**src/rtl/hp_pkg.sv**
```systemverilog
// hp_pkg: shared constants, FSM states and result-class encoding for the binary16 divider.
package hp_pkg;
  localparam int BIAS = 15;
  localparam int EMIN = -14;
  localparam int EMAX = 15;
  localparam logic [8:0] QNAN_PAYLOAD = 9'h2A;
  localparam int ITERS = 12;
  typedef enum logic [1:0] {IDLE, PREP, DIV, PACK} state_t;
  typedef logic [5:0] cls_t;
  localparam cls_t CLS_SNAN = 6'b100000;
  localparam cls_t CLS_QNAN = 6'b010000;
  localparam cls_t CLS_INF  = 6'b001000;
  localparam cls_t CLS_ZERO = 6'b000100;
  localparam cls_t CLS_SUB  = 6'b000010;
  localparam cls_t CLS_NORM = 6'b000001;
endpackage

```
**src/rtl/hp_class.sv**
```systemverilog
// hp_class: classifies a binary16 operand and yields its normalised significand and unbiased exponent.
module hp_class
  import hp_pkg::*;
(
  input  logic [15:0]       i_x,
  output logic              o_snan,
  output logic              o_qnan,
  output logic              o_inf,
  output logic              o_zero,
  output logic signed [6:0] o_exp,
  output logic [10:0]       o_sig
);
  logic [4:0] w_e;
  logic [9:0] w_m;
  logic [3:0] w_lz;
  assign w_e = i_x[14:10];
  assign w_m = i_x[9:0];
  always_comb begin
    w_lz = 4'd0;
    for (int i = 0; i < 10; i++) if (w_m[i]) w_lz = 4'(10 - i);
  end
  assign o_snan = (&w_e) && (w_m != 10'd0) && !w_m[9];
  assign o_qnan = (&w_e) && w_m[9];
  assign o_inf  = (&w_e) && (w_m == 10'd0);
  assign o_zero = (w_e == 5'd0) && (w_m == 10'd0);
  // Subnormals are shifted up to a hidden-one form, losing one exponent step per shift.
  assign o_sig = (w_e == 5'd0) ? ({1'b0, w_m} << w_lz) : {1'b1, w_m};
  assign o_exp = (w_e == 5'd0) ? 7'(EMIN) - 7'(w_lz) : 7'(w_e) - 7'(BIAS);
endmodule

```
**src/rtl/hp_div.sv**
```systemverilog
// hp_div: binary16 divider, special cases in PREP, 12-step restoring division, truncating pack.
module hp_div
  import hp_pkg::*;
(
  input  logic        clk,
  input  logic        rst,
  input  logic        start,
  input  logic [15:0] a,
  input  logic [15:0] b,
  output logic [15:0] q,
  output logic        snan,
  output logic        qnan,
  output logic        infinity,
  output logic        zero,
  output logic        subnormal,
  output logic        normal,
  output logic        busy,
  output logic        done
);
  state_t r_state, w_next;
  logic [15:0] r_a, r_b, r_q, r_res, w_sres, w_pres;
  logic [11:0] r_rem, r_quot;
  logic [10:0] r_sigb, w_siga, w_sigb, w_diff, w_sig;
  logic signed [6:0] r_e, w_ea, w_eb, w_e1;
  logic [3:0] r_cnt, w_sh;
  logic [9:0] w_sub;
  cls_t r_cls, r_flags, w_scls, w_pcls;
  logic r_fin, r_busy, r_done, w_accept, w_spec, w_sign, w_ge;
  logic w_a_snan, w_a_qnan, w_a_inf, w_a_zero, w_b_snan, w_b_qnan, w_b_inf, w_b_zero;
  hp_class u_cls_a (.i_x(r_a), .o_snan(w_a_snan), .o_qnan(w_a_qnan), .o_inf(w_a_inf),
                    .o_zero(w_a_zero), .o_exp(w_ea), .o_sig(w_siga));
  hp_class u_cls_b (.i_x(r_b), .o_snan(w_b_snan), .o_qnan(w_b_qnan), .o_inf(w_b_inf),
                    .o_zero(w_b_zero), .o_exp(w_eb), .o_sig(w_sigb));
  assign w_accept = (r_state == IDLE) && start && !r_busy;
  assign w_sign = r_a[15] ^ r_b[15];
  always_comb begin
    w_spec = 1'b1;
    w_sres = 16'h0000;
    w_scls = CLS_ZERO;
    if (w_a_snan) begin w_sres = r_a; w_scls = CLS_SNAN; end
    else if (w_b_snan) begin w_sres = r_b; w_scls = CLS_SNAN; end
    else if (w_a_qnan) begin w_sres = r_a; w_scls = CLS_QNAN; end
    else if (w_b_qnan) begin w_sres = r_b; w_scls = CLS_QNAN; end
    else if ((w_a_inf && w_b_inf) || (w_a_zero && w_b_zero)) begin
      w_sres = {w_sign, 5'h1F, 1'b1, QNAN_PAYLOAD}; w_scls = CLS_QNAN;
    end
    else if (w_a_inf || w_b_zero) begin w_sres = {w_sign, 5'h1F, 10'h000}; w_scls = CLS_INF; end
    else if (w_a_zero || w_b_inf) w_sres = {w_sign, 15'h0000};
    else w_spec = 1'b0;
  end
  assign w_ge = r_rem >= {1'b0, r_sigb};
  assign w_diff = 11'(w_ge ? r_rem - {1'b0, r_sigb} : r_rem);
  assign w_e1 = r_quot[11] ? r_e : r_e - 7'sd1;
  assign w_sig = r_quot[11] ? r_quot[11:1] : r_quot[10:0];
  assign w_sh = 4'(EMIN - int'(w_e1));
  assign w_sub = 10'(w_sig >> w_sh);
  always_comb begin
    w_pres = {w_sign, 5'(w_e1 + 7'(BIAS)), w_sig[9:0]};
    w_pcls = CLS_NORM;
    if (int'(w_e1) < EMIN - 10) begin w_pres = {w_sign, 15'h0000}; w_pcls = CLS_ZERO; end
    else if (int'(w_e1) < EMIN) begin w_pres = {w_sign, 5'd0, w_sub}; w_pcls = CLS_SUB; end
    else if (int'(w_e1) > EMAX) begin w_pres = {w_sign, 5'h1F, 10'h000}; w_pcls = CLS_INF; end
  end
  always_comb begin
    w_next = r_state;
    case (r_state)
      IDLE:    w_next = w_accept ? PREP : IDLE;
      PREP:    w_next = w_spec ? IDLE : DIV;
      DIV:     w_next = (r_cnt == 4'(ITERS - 1)) ? PACK : DIV;
      PACK:    w_next = IDLE;
      default: w_next = IDLE;
    endcase
  end
  always_ff @(posedge clk or posedge rst)
    if (rst) r_state <= IDLE;
    else r_state <= w_next;
  // Results are staged one edge before publication so q only changes together with done.
  always_ff @(posedge clk or posedge rst)
    if (rst) begin
      {r_a, r_b, r_q, r_res, r_rem, r_quot, r_sigb, r_e, r_cnt} <= '0;
      {r_cls, r_flags, r_fin, r_busy, r_done} <= '0;
    end else begin
      r_done <= r_fin;
      r_fin <= ((r_state == PREP) && w_spec) || (r_state == PACK);
      if (r_fin) begin r_q <= r_res; r_flags <= r_cls; r_busy <= 1'b0; end
      if (w_accept) begin r_a <= a; r_b <= b; r_busy <= 1'b1; end
      if (r_state == PREP) begin
        r_rem <= {1'b0, w_siga};
        r_quot <= '0;
        r_cnt <= '0;
        r_sigb <= w_sigb;
        r_e <= w_ea - w_eb;
        r_res <= w_sres;
        r_cls <= w_scls;
      end
      if (r_state == DIV) begin
        r_rem <= {w_diff, 1'b0};
        r_quot <= {r_quot[10:0], w_ge};
        r_cnt <= r_cnt + 4'd1;
      end
      if (r_state == PACK) begin r_res <= w_pres; r_cls <= w_pcls; end
    end
  assign q = r_q;
  assign {snan, qnan, infinity, zero, subnormal, normal} = r_flags;
  assign busy = r_busy;
  assign done = r_done;
endmodule
```
**config.mk**
```make
export PLATFORM = sky130hd
export DESIGN_NAME = hp_div
export DESIGN_NICKNAME = d
export VERILOG_FILES = /design/src/rtl/hp_pkg.sv /design/src/rtl/hp_class.sv /design/src/rtl/hp_div.sv
export SDC_FILE = /design/constraint.sdc
export NUM_CORES = 1
export LEC_CHECK = 0
export CORE_MARGIN = 2
export CORE_UTILIZATION = 60
export DETAILED_ROUTE_END_ITERATION = 10
export PLACE_DENSITY = 0.81
export SETUP_SLACK_MARGIN = 0.05
export SYNTH_ARGS = -nofsm -noshare
export SYNTH_HDL_FRONTEND = slang
export SYNTH_SLANG_ARGS = --single-unit
```
**constraint.sdc**
```tcl
create_clock -name clk -period 4.85 [get_ports clk]
set_input_delay 0.7275 -clock clk [delete_from_list [all_inputs] [get_ports clk]]
set_output_delay 0.7275 -clock clk [all_outputs]
set_load 0.01 [all_outputs]
```
==> qor.yml <==
status: "complete, no violations"
clock_sinks: 127
synthArstFlopShare_pct: 100
cp-start-kind: "register"
report.final.setup_viol: 0
crit_type: "register to register"
seq_area_frac_synth_pct: 35.9
period_share_pct: 75.6
cap_viol_max_count: 0
first_global_vias: 7416
die-area_um2: 15700
synth_fp_nets: 1047
power.density_nw_per_um2: 766
io_pins: 59
initial_core_util_pct: 61.1
clock.fmax_mhz: 273
num_rows: 44
avgSynthCellArea_um2: 9.06
met1_usage_pct: 44.1
drc_errors: 0
p_comb_share_pct: 56.0
power.share.clock_pct: 16.4
synth_edf_count: 0
rsz0062_at_grt: "no"
grt_use_met3_pct: 4.96
grtUsageTotal_pct: 30.7
switching_share_pct: 46.8
clockBufferDepth: 2
yosysWarnings: 0
cts_buffers: 17
firstDrtPassIters: 5
routed_wirelength_um: 23300
antenna_left: 0
grt_start_max_net_pins: 46
hold_buffers: 0
cp.arrival_ns: 3.98
crit_required_ns: 5.16
via_per_inst: 6.54
fin_setup_tns_ns: 0
ir_drop_v: 0.000400
routedWlPerCell_um: 19.6
p_int_mw: 4.09
switching_power_mw: 3.60
cts_tree: "built"
finClkSkew_ns: 0.00774
overflow: 0
worst_pin_slew_ns: 1.07
power_frac_seq_pct: 27.7
dp_cells: 1158
synth_area_um2: 8850
nFillCells: 1171
port_buffers: 58
vias: 7780
htree_levels: 4
stdcell_count: 1190
grt_pass1_wl_um: 38800
slew_violations: 0
ctsResizeCount: 0
diodes: 0
ys_ff_latch: 127
drtIter0Drc: 744
area_delta_synth_final_pct: 13.5
final_util_pct: 69.3
synth_cell_types: 85
p_leak_nw: 4.16
grt-busiest-layer: "met2"
clkLatencyLatePin_ns: 0.43
place.gp.congestion: 0.982
cp-end-kind: "register"
antenna_found_initial: 0
dp_hpwl_um: 16600
clk_pin_slew_ns: 0.06
period_needed_ns: 3.67
synth_cells: 976
cts_setup_buffers: 0
drive_above_1_share_pct: 13.5
die_y_um: 125
path_max_fanout: 8
die-width_um: 125
core_region_area_um2: 14500
ys.flop_type: "dfrtp_1"
root_buffer: "clkbuf_16"
slew_headroom_pct: 28.5
grtUsageMet2_pct: 46.7
finalHoldViolCount: 0
min_path_type: "register to register"
layout.nets: 1064
hold_slack_ns: 0.482
[cells by family (layout without fill, tap and decap cells)]
kind of cell    after synthesis  count (layout)  share of synthesized area [%]
mux                          96              96                           11.9
xor+xnor                     27              27                           3.17
simple gates                272             272                           16.1
fa+ha+maj                    36              36                           5.26
compound gates              288             288                           21.9
buf+inv                     130             160                           5.74
flops                       127             127                           35.9
[Yosys cell counts, drive strengths merged, types with 5 or more instances]
cell,instances,area share (%)
a2111oi,5,0.64
a211o,8,0.79
xnor2,13,1.6
o31ai,6,0.51
mux2,64,8.1
nand2,58,2.5
xor2,13,1.3
nor2b,15,1.1
a221oi,20,2.0
nor4,8,1.1
o21bai,5,0.42
o22a,5,0.50
o21ai,64,3.7
buf,16,0.91
a21oi,60,3.4
a31oi,9,0.64
clkbuf,53,2.2
nand2b,6,0.42
o22ai,24,1.7
o21a,11,0.93
nand3,20,1.3
o211ai,5,0.42
or4b,5,0.61
a21boi,6,0.51
nor3,22,1.5
nor2,98,4.3
nand3b,5,0.42
inv,60,2.5
and3,7,0.50
a21o,8,0.68
dfrtp,127,36
ha,34,4.8
a211oi,20,1.8
mux2i,31,3.5
[area by class of cell]
cell class                 count  area, um2  share of cell area [%]
timing repair buffer          67        648                    6.46
tap                          184        230                    2.29
clock buffer                  19        453                    4.51
inverter                      61        231                    2.31
multi-input combinational    719       5170                    51.5
sequential                   127       3180                    31.7
clock inverter                13        130                    1.30
[per-stage QoR]
step / cell area, um2 / power (mW) / setup WS [ns]
after CTS: 10000 / 7.61 / 1.23
after floorplan: 8850 / 5.30 / 0.738
after detailed placement: 9460 / 6.31 / 1.24
after global placement: 9460 / 6.24 / 1.32
final: 10000 / 7.69 / 1.18
after global routing: 10000 / 8.29 / 0.871
[worst max-delay path, stage by stage (launching register included)]
cell and delay [ns]:
dfrtp_1 0.46, nor3b_1 0.17, o31ai_1 0.29, a21o_1 0.35
clkinv_1 0.31, ha_1 0.36, o21ai_0 0.34, ha_1 0.30
a21o_1 0.16, a21oi_1 0.22, o21bai_1 0.09, a21oi_1 0.17
xnor2_1 0.08, mux2_2 0.26
[power groups by stage]
stage	sequential, mW	combinational, mW	clock [mW]
floorplan	1.77	3.53	0
global route	2.19	4.77	1.32
global placement	2.09	4.14	0
CTS	2.10	4.24	1.27
detailed placement	2.11	4.19	0
finish	2.13	4.30	1.26
[state kept, by name, indices dropped and copies added, names as in the netlist, named ones only]
name	cells
q	16
r_a	16
r_b	16
r_res	16
r_quot	12
r_rem	12
r_sigb	11
r_e	7
r_cls	6
r_flags	6
r_cnt	4
busy	1
done	1
r_fin	1
r_state	1
[cell usage in the layout (no fill, tap or decap), drive strengths merged, types with 11 or more instances in the layout]
master         instances
a21oi                 60
clkdlybuf4s50         58
mux2                  64
ha                    34
nor3                  22
nand2                 58
mux2i                 31
o22ai                 24
o21ai                 64
nor2b                 15
nor2                  98
o21a                  11
clkbuf                19
nand3                 20
xor2                  13
inv                   65
a211oi                20
dfrtp                127
a221oi                20
xnor2                 13
[worst paths after layout]
path	startpoint	endpoint	slack, ns	depth (start not counted)
worst max-delay path	r_a[0]$_DFFE_PP0P_	r_e[5]$_DFFE_PP0P_	1.18	13
worst min-delay path	r_cls[4]$_DFFE_PP0P_	r_cls[4]$_DFFE_PP0P_	0.48	1
worst max register to register	r_a[0]$_DFFE_PP0P_	r_e[5]$_DFFE_PP0P_	1.18	13
worst min register to register	r_cls[4]$_DFFE_PP0P_	r_cls[4]$_DFFE_PP0P_	0.48	1
max in group asynchronous	rst	r_a[3]$_DFFE_PP0P_	3.19	3
min in group asynchronous	rst	q[0]$_DFFE_PP0P_	0.71	2
[metal layers]
metal	vias up	part of all wire (%)
li1	3608	-
met1	3783	45
met2	331	46
met3	58	6.2
met4	0	3.1
met5	-	0
No activity file was read; power rests on OpenSTA's default activity.
